<file path="config.mk">
export PLATFORM = sky130hd
export DESIGN_NAME = pc_sequencer
export DESIGN_NICKNAME = d
export VERILOG_FILES = /design/src/rtl/pc_sequencer.sv
export SDC_FILE = /design/constraint.sdc
export NUM_CORES = 1
export LEC_CHECK = 0
export ABC_AREA = 1
export CORE_MARGIN = 10
export CORE_UTILIZATION = 50
export CTS_BUF_LIST = sky130_fd_sc_hd__clkbuf_8 sky130_fd_sc_hd__clkbuf_16
export CTS_CLUSTER_DIAMETER = 30
export DETAILED_ROUTE_END_ITERATION = 8
export GPL_TIMING_DRIVEN = 0
export PLACE_DENSITY = 0.93
export SYNTH_ARGS = -nofsm -noshare
export SYNTH_HDL_FRONTEND = slang
export SYNTH_SLANG_ARGS = --single-unit
</file>
<file path="constraint.sdc">
create_clock -name clk -period 2.4 [get_ports clk]
set_input_delay 0.36 -clock clk [delete_from_list [all_inputs] [get_ports clk]]
set_output_delay 0.36 -clock clk [all_outputs]
set_load 0.005 [all_outputs]
</file>
<file path="src/rtl/pc_sequencer.sv">
// pc_sequencer: 6502-style program counter sequencer.
// The 16-bit PC is held as two bytes (PCH, PCL). A carry or borrow out of the
// low byte costs one extra cycle to fix up the high byte. The PC supports
// increment, absolute jump and signed relative branch.
// Optional feature: define PC_TRACE_EN to add the prev_pc output, which records
// the PC value from before each accepted jump or branch.
module pc_sequencer #(
  parameter logic [15:0] RESET_PC = 16'hFFFC
) (
  input  logic        clk,
  input  logic        reset,
  input  logic        inc_req,
  input  logic        jump_req,
  input  logic [15:0] jump_adr,
  input  logic        branch_req,
  input  logic [7:0]  branch_off,
  output logic [15:0] pc,
  output logic        busy,
  output logic        done,
  output logic        page_cross
`ifdef PC_TRACE_EN
  ,
  output logic [15:0] prev_pc
`endif
);

  typedef enum logic [1:0] {StIdle, StCarryHi, StBrFix} state_e;

  state_e     state_q;
  logic [7:0] pcl_q;
  logic [7:0] pch_q;
  logic       busy_q;
  logic       done_q;
  logic       page_cross_q;
  logic       br_back_q;     // direction of the pending PCH fix-up: 1 = decrement

  logic [8:0] br_sum;
  logic       br_cross;

  // Low-byte branch adder and page-crossing detection
  always_comb begin
    br_sum   = {1'b0, pcl_q} + {1'b0, branch_off};
    // A negative offset adds 256-|off|: no carry out then means a borrow
    br_cross = branch_off[7] ? ~br_sum[8] : br_sum[8];
  end

  // Sequencer FSM: PC bytes, state and registered status pulses
  always_ff @(posedge clk) begin
    if (reset) begin
      state_q      <= StIdle;
      pcl_q        <= RESET_PC[7:0];
      pch_q        <= RESET_PC[15:8];
      busy_q       <= 1'b0;
      done_q       <= 1'b0;
      page_cross_q <= 1'b0;
      br_back_q    <= 1'b0;
    end else begin
      done_q       <= 1'b0;
      page_cross_q <= 1'b0;
      unique case (state_q)
        StIdle: begin
          if (jump_req) begin
            pch_q  <= jump_adr[15:8];
            pcl_q  <= jump_adr[7:0];
            done_q <= 1'b1;
          end else if (branch_req) begin
            pcl_q <= br_sum[7:0];
            if (br_cross) begin
              state_q   <= StBrFix;
              busy_q    <= 1'b1;
              br_back_q <= branch_off[7];
            end else begin
              done_q <= 1'b1;
            end
          end else if (inc_req) begin
            pcl_q <= pcl_q + 8'd1;
            if (pcl_q == 8'hFF) begin
              state_q <= StCarryHi;
              busy_q  <= 1'b1;
            end else begin
              done_q <= 1'b1;
            end
          end
        end
        StCarryHi: begin
          pch_q   <= pch_q + 8'd1;
          state_q <= StIdle;
          busy_q  <= 1'b0;
          done_q  <= 1'b1;
        end
        StBrFix: begin
          pch_q        <= br_back_q ? (pch_q - 8'd1) : (pch_q + 8'd1);
          state_q      <= StIdle;
          busy_q       <= 1'b0;
          done_q       <= 1'b1;
          page_cross_q <= 1'b1;
        end
        default: begin
          state_q <= StIdle;
          busy_q  <= 1'b0;
        end
      endcase
    end
  end

`ifdef PC_TRACE_EN
  logic [15:0] prev_pc_q;

  // Capture the pre-update PC on every accepted jump or branch
  always_ff @(posedge clk) begin
    if (reset) begin
      prev_pc_q <= RESET_PC;
    end else if (state_q == StIdle && (jump_req || branch_req)) begin
      prev_pc_q <= {pch_q, pcl_q};
    end
  end

  assign prev_pc = prev_pc_q;
`endif

  // During a fix-up cycle pc shows the new PCL with the old PCH
  assign pc         = {pch_q, pcl_q};
  assign busy       = busy_q;
  assign done       = done_q;
  assign page_cross = page_cross_q;

endmodule

</file>
==> flow_summary.toml <==
[timing]
clock.fmax_mhz = 475
setup_tns_ns = 0
worst_pin_slew_ns = 0.546
rsz0062_at_grt = "false"
final_hold_viol_count = 0
finalMaxSlewViolations = 0
setup_viol = 0
fin_crit_sh = 0.877
clock-skew-final_ns = 0.00157
fin_crit_ns = 2.11
max_slew_margin = 0.636

[die]
fp.dieH_um = 82.1
fp.coreArea_um2 = 3690
ios = 48
rows = 22
die_area_um2 = 6740
start_util = 0.522
die_x_um = 82.1

[critical_path]
worstSetupEndpoint = "state_q[1]"
max_stage_delay_ns = 0.41
cp_cell_sequence = "clkdlybuf4s50_1 > ha_1 > fa_1 > nand3_1 > nand3_1 > nand2_1 > nand2_1 > nand2_1 > nand3_1 > nand3_1 > nand2_1 > a21oi_1"
regToRegSetupSlack_ns = 0.40
required_ns = 2.60
regToRegStartpoint = "pcl_q[0]"
arrival_ns = 2.31
crit_fanout = 3
slowest_stage = "fa_1"
cp-start-kind = "input pin"
r2r_end = "state_q[1]"
crit_buf_inv = 1
startpoint = "branch_off[0]"
path_class = "input pin to flop"
r2r_cells = 11
cp_top_family = "simple AND/OR/NAND/NOR gates"
cp-end-kind = "flop"
worst-path-stages = 12

[grt]
grt_pass1_wl_um = 9750
antenna_found_initial = 0
grt_max_degree = 13
grt_util_all_layers = 0.178
overflow = 0
grt_pass1_vias = 2150

[clocking]
clk_pin_slew_ns = 0.09
cts_setup_buffers = 0
cts_buffer_depth = 2
cts_tree = "built"
cts_hold_buf = 0
cts_inserted_buffers = 3
cts_sinks = 22
root_buffer = "clkbuf_8"
cts-htree-levels = 1
clk_latency_ns = 0.27
cts_resized = 0

[detailed_routing]
drc_errors = 0
wl_um = 5910
first_iter_violations = 260
first_pass_iters = 4
viasPerCell = 5.61
ant_nets = 0
wl_per_cell_um = 14.6
vias = 2265

[pwr]
p_leak_nw = 1.17
powerDensity_nw_per_um2 = 567
ir_worst_vdd_uv = 273

[hold_path]
min_from = "busy"
hold_class = "flop to flop"

[final_layout]
finalInstanceArea_um2 = 2490
diodes = 0
syn_to_final_growth_pct = 29.4
drive_gt1_frac = 0.0506
fillers = 326
nets = 403

[place]
placed_cell_area_um2 = 2440
dpl.hpwl_um = 4530
routabilityCongestion = 0.954
io_buffers = 45

[yosys]
synth_top_area_frac = 0.229
synth_top_cell_by_area = "dfxtp_1"
syn_area_per_cell_um2 = 6.28
yosysWarnings = 0
synthDistinctLibCells = 29
ys_seq_area_frac = 0.229
postSynthCellCount = 307
syn-num-nets = 353
netlist_area_um2 = 1930
synth_seq_cells = 22
synthTopCellsByArea = "dfxtp_1 23%, nand2_1 13%, ha_1 10%"

[job]
drv_cap = 0

[status]
status = "complete, no violations"
-- state kept, by name, summed over array words and instances, names as in the netlist --
signal / count
pcl_q: 8
busy: 1
done: 1
pch_q: 8
page_cross: 1
state_q: 2
br_back_q: 1
-- layer usage --
layer / GRT usage / wire length [um] / vias to the layer above
li1: - / - / 1122
met3: 0.0382 / 502 / 9
met2: 0.301 / 2820 / 96
met4: 0.0595 / 82 / 0
met5: 0 / 0 / -
met1: 0.217 / 2500 / 1038
-- worst min path at each step --
stage / endpoint / depth (start not counted)
2_1_floorplan: busy / 2
3_3_place_gp: busy / 2
3_5_place_dp: busy / 2
4_1_cts: busy / 2
5_1_grt: busy / 2
6_report: busy / 2
-- cells by family after synthesis --
kind of cell,synth area share
xor+xnor,0.0364
flops,0.229
compound gates,0.216
fa+ha+maj,0.114
buf+inv,0.0922
simple gates,0.313
-- worst register-to-register path, stage by stage (launching register included) --
cell and delay (ns):
dfxtp_1 0.38, ha_1 0.24, fa_1 0.41, nand3_1 0.08
nand3_1 0.12, nand2_1 0.11, nand2_1 0.05, nand2_1 0.07
nand3_1 0.10, nand3_1 0.16, nand2_1 0.07, a21oi_1 0.14
-- where the power goes --
group,internal (mW),total (mW),switching (mW)
logic,0.289,0.644,0.355
clock network,0.147,0.284,0.137
registers,0.413,0.486,0.0723
-- cell usage in the layout, fill, tap and decap left out --
cell type        netlist  final
inv_1                 33     33
xnor2_1                1      1
clkbuf_8               0      4
a21o_1                 1      1
ha_1                  16     16
or2_0                  1      1
clkinv_1               1      1
o21bai_1               1      1
o211a_1                1      1
fa_1                   1      1
nand2_1               69     69
clkbuf_1               2      2
a21oi_4                1      1
nand3_1               34     34
a211oi_1               1      1
o21ai_0               26     26
buf_2                  4      4
a221oi_1               1      1
nor3_2                 2      2
nand4_1                3      3
dfxtp_1               22     22
nor3_1                 2      2
buf_1                  1      1
or2_2                  1      1
inv_2                  5      5
clkdlybuf4s50_1        0     45
o211ai_1               8      8
a21oi_1               31     31
nor2_1                30     30
o31ai_2                1      1
xor2_1                 7      7
-- cell usage after synthesis (all sizes together) --
cell type and n:
a211oi 1, a21o 1, a21oi 32, a221oi 1
buf 5, clkbuf 2, clkinv 1, dfxtp 22
fa 1, ha 16, inv 38, nand2 69
nand3 34, nand4 3, nor2 30, nor3 4
o211a 1, o211ai 8, o21ai 26, o21bai 1
o31ai 1, or2 2, xnor2 1, xor2 7
-- final cells by class --
| cell class | count | area, um2 | area share |
|---|---|---|---|
| multi-input combinational | 239 | 1310 | 0.525 |
| tap | 48 | 60.1 | 0.0241 |
| clock buffer | 4 | 55.1 | 0.0221 |
| sequential | 22 | 440 | 0.177 |
| inverter | 39 | 146 | 0.0587 |
| buffer | 7 | 31.3 | 0.0126 |
| timing repair buffer | 45 | 450 | 0.181 |
-- through the flow --
step	hold WS [ns]	std cells	util	worst slack, ns	power, mW
finish	0.459	404	0.676	0.295	1.41
floorplan	0.443	307	-	0.686	0.880
detailed placement	0.452	400	0.661	0.0106	1.12
global placement	0.445	400	0.661	0.0939	1.10
global route	0.507	404	0.676	0.124	1.51
CTS	0.471	404	0.676	0.286	1.40
No activity file was read; power rests on OpenSTA's default activity.
